$ cat src/rtl/div_sched_pkg.sv
// Shared types and helpers for the shared-divider scheduler.
// Used by div_rr_arb and div_share_sched.
package div_sched_pkg;

  typedef enum logic [2:0] {
    S_IDLE,
    S_LOADB,
    S_LOADA,
    S_CHECK,
    S_SUB,
    S_DONE
  } state_t;

  // Every quotient bit is set on divide-by-zero
  localparam logic DIV0_QUOT_BIT = 1'b1;

  function automatic int id_w(input int n);
    return (n > 1) ? $clog2(n) : 1;
  endfunction

endpackage

$ cat src/rtl/div_rr_arb.sv
// Combinational N-way round-robin pick: the first set request at or after ptr wins.
// The pointer register itself is owned by the caller.
module div_rr_arb
  import div_sched_pkg::*;
#(
  parameter int N   = 4,
  parameter int IDW = id_w(N)
) (
  input  logic [N-1:0]   req,
  input  logic [IDW-1:0] ptr,
  output logic [N-1:0]   grant,
  output logic [IDW-1:0] id,
  output logic           valid
);

  logic [IDW-1:0] cand;

  always_comb begin
    grant = '0;
    id    = '0;
    valid = 1'b0;
    cand  = '0;
    for (int k = 0; k < N; k++) begin
      if (!valid) begin
        cand = IDW'((int'(ptr) + k) % N);
        if (req[cand]) begin
          valid = 1'b1;
          id    = cand;
          grant = N'(1) << cand;
        end
      end
    end
  end

endmodule

$ cat src/rtl/div_share_sched.sv
// Schedules N requesters onto one repeated-subtraction divider datapath.
// Optional iteration watchdog enabled by defining DIVSCHED_WDOG_EN.
//
// state   | meaning
// IDLE    | waiting for a request; grant, latch operands
// LOADB   | load divisor into B, clear quotient counter
// LOADA   | load dividend into A
// CHECK   | look at lt: finish, abort on watchdog, or subtract again
// SUB     | A <= A - B, quotient counter +1
// DONE    | one-cycle ack to the granted requester
module div_share_sched
  import div_sched_pkg::*;
#(
  parameter int N          = 4,
  parameter int W          = 16,
  parameter int WDOG_LIMIT = 1024
) (
  input  logic                  clk,
  input  logic                  rst,
  input  logic [N-1:0]          req,
  input  logic [N*W-1:0]        req_dividend,
  input  logic [N*W-1:0]        req_divisor,
  output logic [N-1:0]          ack,
  output logic [W-1:0]          rsp_quot,
  output logic [W-1:0]          rsp_rem,
  output logic                  rsp_err,
  output logic [id_w(N)-1:0]    rsp_id,
  output logic                  busy,
  output logic [W-1:0]          data_out,
  output logic                  ldb,
  output logic                  lda,
  output logic                  sel,
  output logic                  ldc,
  output logic                  inc,
  input  logic                  lt,
  input  logic [W-1:0]          w,
  input  logic [W-1:0]          bout
);

  localparam int IDW = id_w(N);

  state_t         state, state_nx;
  logic [IDW-1:0] ptr, gid;
  logic [N-1:0]   gnt_oh;
  logic [W-1:0]   dvd, dvs;
  logic [W-1:0]   sel_dvd, sel_dvs;
  logic [N-1:0]   arb_oh;
  logic [IDW-1:0] arb_id;
  logic           arb_vld;
  logic           wdog_hit;

  div_rr_arb #(.N(N), .IDW(IDW)) u_arb (
    .req   (req),
    .ptr   (ptr),
    .grant (arb_oh),
    .id    (arb_id),
    .valid (arb_vld)
  );

  always_comb begin
    sel_dvd = '0;
    sel_dvs = '0;
    for (int i = 0; i < N; i++) begin
      if (arb_id == IDW'(i)) begin
        sel_dvd = req_dividend[i*W +: W];
        sel_dvs = req_divisor[i*W +: W];
      end
    end
  end

`ifdef DIVSCHED_WDOG_EN
  localparam int WCW = $clog2(WDOG_LIMIT + 1);
  logic [WCW-1:0] wcnt;

  assign wdog_hit = (wcnt == WCW'(WDOG_LIMIT));

  always_ff @(posedge clk) begin
    if (rst) begin
      wcnt <= '0;
    end else if (state == S_LOADA) begin
      wcnt <= '0;
    end else if (state == S_SUB) begin
      wcnt <= wcnt + 1'b1;
    end
  end
`else
  logic [31:0] wdog_unused;
  assign wdog_unused = 32'(WDOG_LIMIT);
  assign wdog_hit    = 1'b0;
`endif

  always_ff @(posedge clk) begin
    if (rst) begin
      state    <= S_IDLE;
      ptr      <= '0;
      gid      <= '0;
      gnt_oh   <= '0;
      dvd      <= '0;
      dvs      <= '0;
      rsp_quot <= '0;
      rsp_rem  <= '0;
      rsp_err  <= 1'b0;
      rsp_id   <= '0;
    end else begin
      state <= state_nx;
      case (state)
        S_IDLE: begin
          if (arb_vld) begin
            gid    <= arb_id;
            gnt_oh <= arb_oh;
            dvd    <= sel_dvd;
            dvs    <= sel_dvs;
            if (sel_dvs == '0) begin
              rsp_quot <= {W{DIV0_QUOT_BIT}};
              rsp_rem  <= sel_dvd;
              rsp_err  <= 1'b1;
              rsp_id   <= arb_id;
            end
          end
        end
        S_CHECK: begin
          // Watchdog abort still reports the partial datapath state
          if (lt || wdog_hit) begin
            rsp_quot <= bout;
            rsp_rem  <= w;
            rsp_err  <= ~lt;
            rsp_id   <= gid;
          end
        end
        S_DONE: begin
          ptr <= (gid == IDW'(N - 1)) ? '0 : gid + 1'b1;
        end
        default: ;
      endcase
    end
  end

  always_comb begin
    state_nx = state;
    ack      = '0;
    data_out = '0;
    ldb      = 1'b0;
    lda      = 1'b0;
    sel      = 1'b0;
    ldc      = 1'b0;
    inc      = 1'b0;
    busy     = (state != S_IDLE);
    case (state)
      S_IDLE: begin
        if (arb_vld) state_nx = (sel_dvs == '0) ? S_DONE : S_LOADB;
      end
      S_LOADB: begin
        data_out = dvs;
        ldb      = 1'b1;
        ldc      = 1'b1;
        state_nx = S_LOADA;
      end
      S_LOADA: begin
        data_out = dvd;
        lda      = 1'b1;
        state_nx = S_CHECK;
      end
      S_CHECK: begin
        state_nx = (lt || wdog_hit) ? S_DONE : S_SUB;
      end
      S_SUB: begin
        sel      = 1'b1;
        lda      = 1'b1;
        inc      = 1'b1;
        state_nx = S_CHECK;
      end
      S_DONE: begin
        ack      = gnt_oh;
        state_nx = S_IDLE;
      end
      default: state_nx = S_IDLE;
    endcase
  end

endmodule

$ cat config.mk
export PLATFORM = sky130hd
export DESIGN_NAME = div_share_sched
export DESIGN_NICKNAME = d
export VERILOG_FILES = /design/src/rtl/div_sched_pkg.sv /design/src/rtl/div_rr_arb.sv /design/src/rtl/div_share_sched.sv
export SDC_FILE = /design/constraint.sdc
export NUM_CORES = 1
export LEC_CHECK = 0
export ABC_AREA = 1
export CAP_MARGIN = 20
export CORE_ASPECT_RATIO = 0.5
export CORE_MARGIN = 2
export CORE_UTILIZATION = 38
export CTS_CLUSTER_SIZE = 8
export DETAILED_ROUTE_END_ITERATION = 7
export PLACE_DENSITY = 0.8
export SYNTH_ARGS = -nofsm -noshare
export SYNTH_HDL_FRONTEND = slang
export SYNTH_SLANG_ARGS = --single-unit
$ cat constraint.sdc
create_clock -name clk -period 2.98 [get_ports clk]
set_input_delay 0.894 -clock clk [delete_from_list [all_inputs] [get_ports clk]]
set_output_delay 0.894 -clock clk [all_outputs]
set_load 0.05 [all_outputs]
==> key figures <==
CTS
  – Clock slew at reported path FFs: 0.06 ns
  – CTS tree: yes
  – Clk Latency, worst-skew pair: 0.34 ns
  – H-tree depth: 3
  – Clock sink count: 78
  – Inserted Clock Buffers: 9
  – CTS Buffer Depth: 2
  – Root Driver: clkbuf_16

Synthesis
  – Post-synthesis sequential area ratio: 32.2%
  – Number of synthesized flops with an enable pin: 0
  – Count leader, synth: nand2_1
  – Post-synth cell types: 31
  – Post-synthesis cell count: 741
  – Main synth FF type: dfxtp_1
  – Share of Yosys cell area claimed by the top area cell type: 32.2%
  – Mapped Area: 0.00485 mm²
  – Synth warn: 0
  – Synth area leaders: dfxtp_1, nand3_1, nand2_1, inv_1, a21oi_1
  – Post-synthesis register bit count: 78
  – Synth area leader: dfxtp_1
  – Ys async rst share: 0%
  – Top post-synthesis cells by count: nand2_1, nand3_1, inv_1
  – Syn nets: 913
  – Syn avg cell area: 6.55 µm²

Pwr
  – Maximum VDD drop: 0.293 mV
  – Total power: 4.31 mW
  – Internal Pwr Total: 2.70 mW
  – Reg power frac: 28.5%
  – Clock share of power: 25.5%
  – Comb power frac: 46.0%
  – Power density cells: 449 mW/mm²
  – Sw frac: 37.4%
  – LEAKAGE: 4.18 nW
  – Switching Power: 1.61 mW

Die
  – Core region area: 0.0126 mm²
  – Die height: 83.9 µm
  – Initial Util: 38.6%
  – Die width: 164 µm
  – Die Footprint: 0.0137 mm²
  – Row count: 29
  – I/O pin total: 228

Place
  – Hpwl dp: 13800 µm
  – Gpl congestion: 0.885
  – Post-DP Area: 0.00787 mm²
  – Placed cells: 1155
  – PortBufs: 227
  – Post-Place Setup Slack: -0.782 ns

Layout
  – Area of the multi-input gates: 0.00337 mm²
  – Register Area: 0.00156 mm²
  – Final net count: 1236
  – Layout Cells excl Fill: 1239
  – Fill count: 784
  – Share of cells above drive strength 1: 29.5%
  – Area added between synthesis and finish: 98.0%
  – Final instance area: 0.00961 mm²
  – Antenna diode count: 0
  – Util after Layout: 76.5%

GRT
  – Largest net degree at the start of global routing: 42
  – First-pass GRT wire length: 34800 µm
  – Remaining global-route overflow: 0
  – GR Layer Usage met1: 35.2%
  – Vias in the first global route: 6908
  – GRT Max-Usage Layer: met2
  – Tot GR Track Use: 32.3%
  – Initial antenna violation count: 0
  – Routing usage on met2: 57.4%
  – GR Util met3: 7.95%

Timing
  – Max-slew headroom: 58.5%
  – Final setup TNS: -12.30 ns
  – PnR worst setup slack: -0.435 ns
  – RSZ-0062 raised after global routing: yes
  – Final hold vios: 0
  – Fin crit period: 3.41 ns
  – Fmax: 293 MHz
  – Tcrit/Tclk final: 115%
  – Worst hold slack: 0.465 ns
  – Clk_skew: 0.00890 ns
  – Final setup violation count: 42
  – Worst slew pin tran: 0.620 ns
  – Max Slew Vio Count: 0

Setup path
  – Crit-path max FO: 8
  – Crit path required time: 3.24 ns
  – CP arrival: 3.67 ns
  – Crit end category: flip-flop
  – CP Launch Type: flip-flop
  – Worst setup path class: reg -> reg

Detailed routing
  – # DRC: 0
  – 1st-iter DRT viols: 805
  – DR pass1 iterations: 7
  – Total Wirelength: 26400 µm
  – Vias: 7198
  – WL/cell: 21.3 µm
  – Via-to-Cell Ratio: 5.81
  – Post-DRT Antenna Nets: 0

Hold path
  – Worst Hold Class: reg -> reg

Status
  – Status: finished, violations left
  – Failing checks: negative setup slack

Job
  – Maxcap violations: 0
## cells in the final DEF, fill, tap and decap left out, types with 20 or more instances in the layout
| master | count |
|---|---|
| nor2_1 | 32 |
| nand3_2 | 37 |
| o21ai_0 | 57 |
| dfxtp_1 | 76 |
| a21oi_1 | 39 |
| inv_1 | 100 |
| nand4_1 | 25 |
| buf_12 | 30 |
| nor2_4 | 20 |
| nand3_1 | 67 |
| buf_4 | 100 |
| clkdlybuf4s50_1 | 200 |
| nand2_1 | 104 |
| a21oi_2 | 20 |
## registers in the layout, indices dropped and copies added, names as in the netlist
name / flops
dvd: 16
dvs: 16
gid: 2
gnt_oh: 4
ptr: 2
rsp_err: 1
rsp_id: 2
rsp_quot: 16
rsp_rem: 16
state: 3
## layout make-up
| class | count | share of cell area [%] |
|---|---|---|
| inverter | 113 | 4.78 |
| timing repair buffer | 355 | 38.5 |
| clock buffer | 11 | 2.42 |
| timing repair inverter | 1 | 0.117 |
| clock inverter | 5 | 0.625 |
| tap | 170 | 2.21 |
| sequential | 78 | 16.3 |
| multi-input combinational | 506 | 35.1 |
## layer usage
metal / share of wire [%] / vias to the layer above
met4: 7.1 / 0
li1: - / 3098
met3: 9.8 / 190
met2: 47 / 563
met5: 0 / -
met1: 36 / 3347
## logic make-up (layout without fill, tap and decap cells)
group / count (synthesis) / after routing / synth area share [%]
AND/OR/NAND/NOR: 338 / 341 / 33.3
buffers and inverters: 160 / 485 / 13.6
AO/OA/AOI/OAI: 144 / 144 / 16.3
flip-flops: 78 / 78 / 32.2
multiplexers: 16 / 16 / 3.30
adder cells (fa/ha/maj): 5 / 5 / 1.29
## path summary, 6_finish.rpt
check                           slack (ns)                        end  cells past startpoint                       from
worst max-delay path                 -0.43   rsp_quot[5]$_SDFFE_PP0P_                     21        ptr[1]$_SDFFE_PP0N_
worst min-delay path                  0.46  rsp_quot[12]$_SDFFE_PP0P_                      2  rsp_quot[12]$_SDFFE_PP0P_
worst max register to register       -0.43   rsp_quot[5]$_SDFFE_PP0P_                     21        ptr[1]$_SDFFE_PP0N_
worst min register to register        0.46  rsp_quot[12]$_SDFFE_PP0P_                      2  rsp_quot[12]$_SDFFE_PP0P_
## power by group through the flow
stage | combinational (mW) | clock (mW) | sequential (mW)
after floorplan | 0.666 | 0 | 1.32
after global placement | 1.44 | 0 | 1.23
after detailed placement | 1.47 | 0 | 1.23
after CTS | 1.74 | 1.08 | 1.22
after global routing | 2.07 | 1.14 | 1.24
final | 1.98 | 1.10 | 1.23
## critical path, cell delays in order (launching register included)
cell       delay (ns)
dfxtp_2          0.35
inv_2            0.06
ha_4             0.26
inv_2            0.08
nand3_4          0.08
buf_4            0.15
a21oi_2          0.21
inv_2            0.12
nand3_4          0.13
nand2_8          0.11
buf_4            0.18
nand3_1          0.11
nand3_1          0.13
nor2_2           0.17
nand3_1          0.13
nor2_4           0.19
nand3_4          0.16
nand2_8          0.12
buf_6            0.13
nand2_8          0.07
clkbuf_16        0.18
a21oi_1          0.17
## what timing repair did
| item | 4_1_cts | 5_1_grt |
|---|---|---|
| buffers inserted | 54 | 8 |
| setup endpoints to repair | 52 | 48 |
| resized for setup | 133 | 96 |
| pin swaps | 35 | 54 |
| gates cloned | 8 | 3 |
| hold buffers | 0 | 0 |
Note: power is estimated with default switching activity, not from simulation.
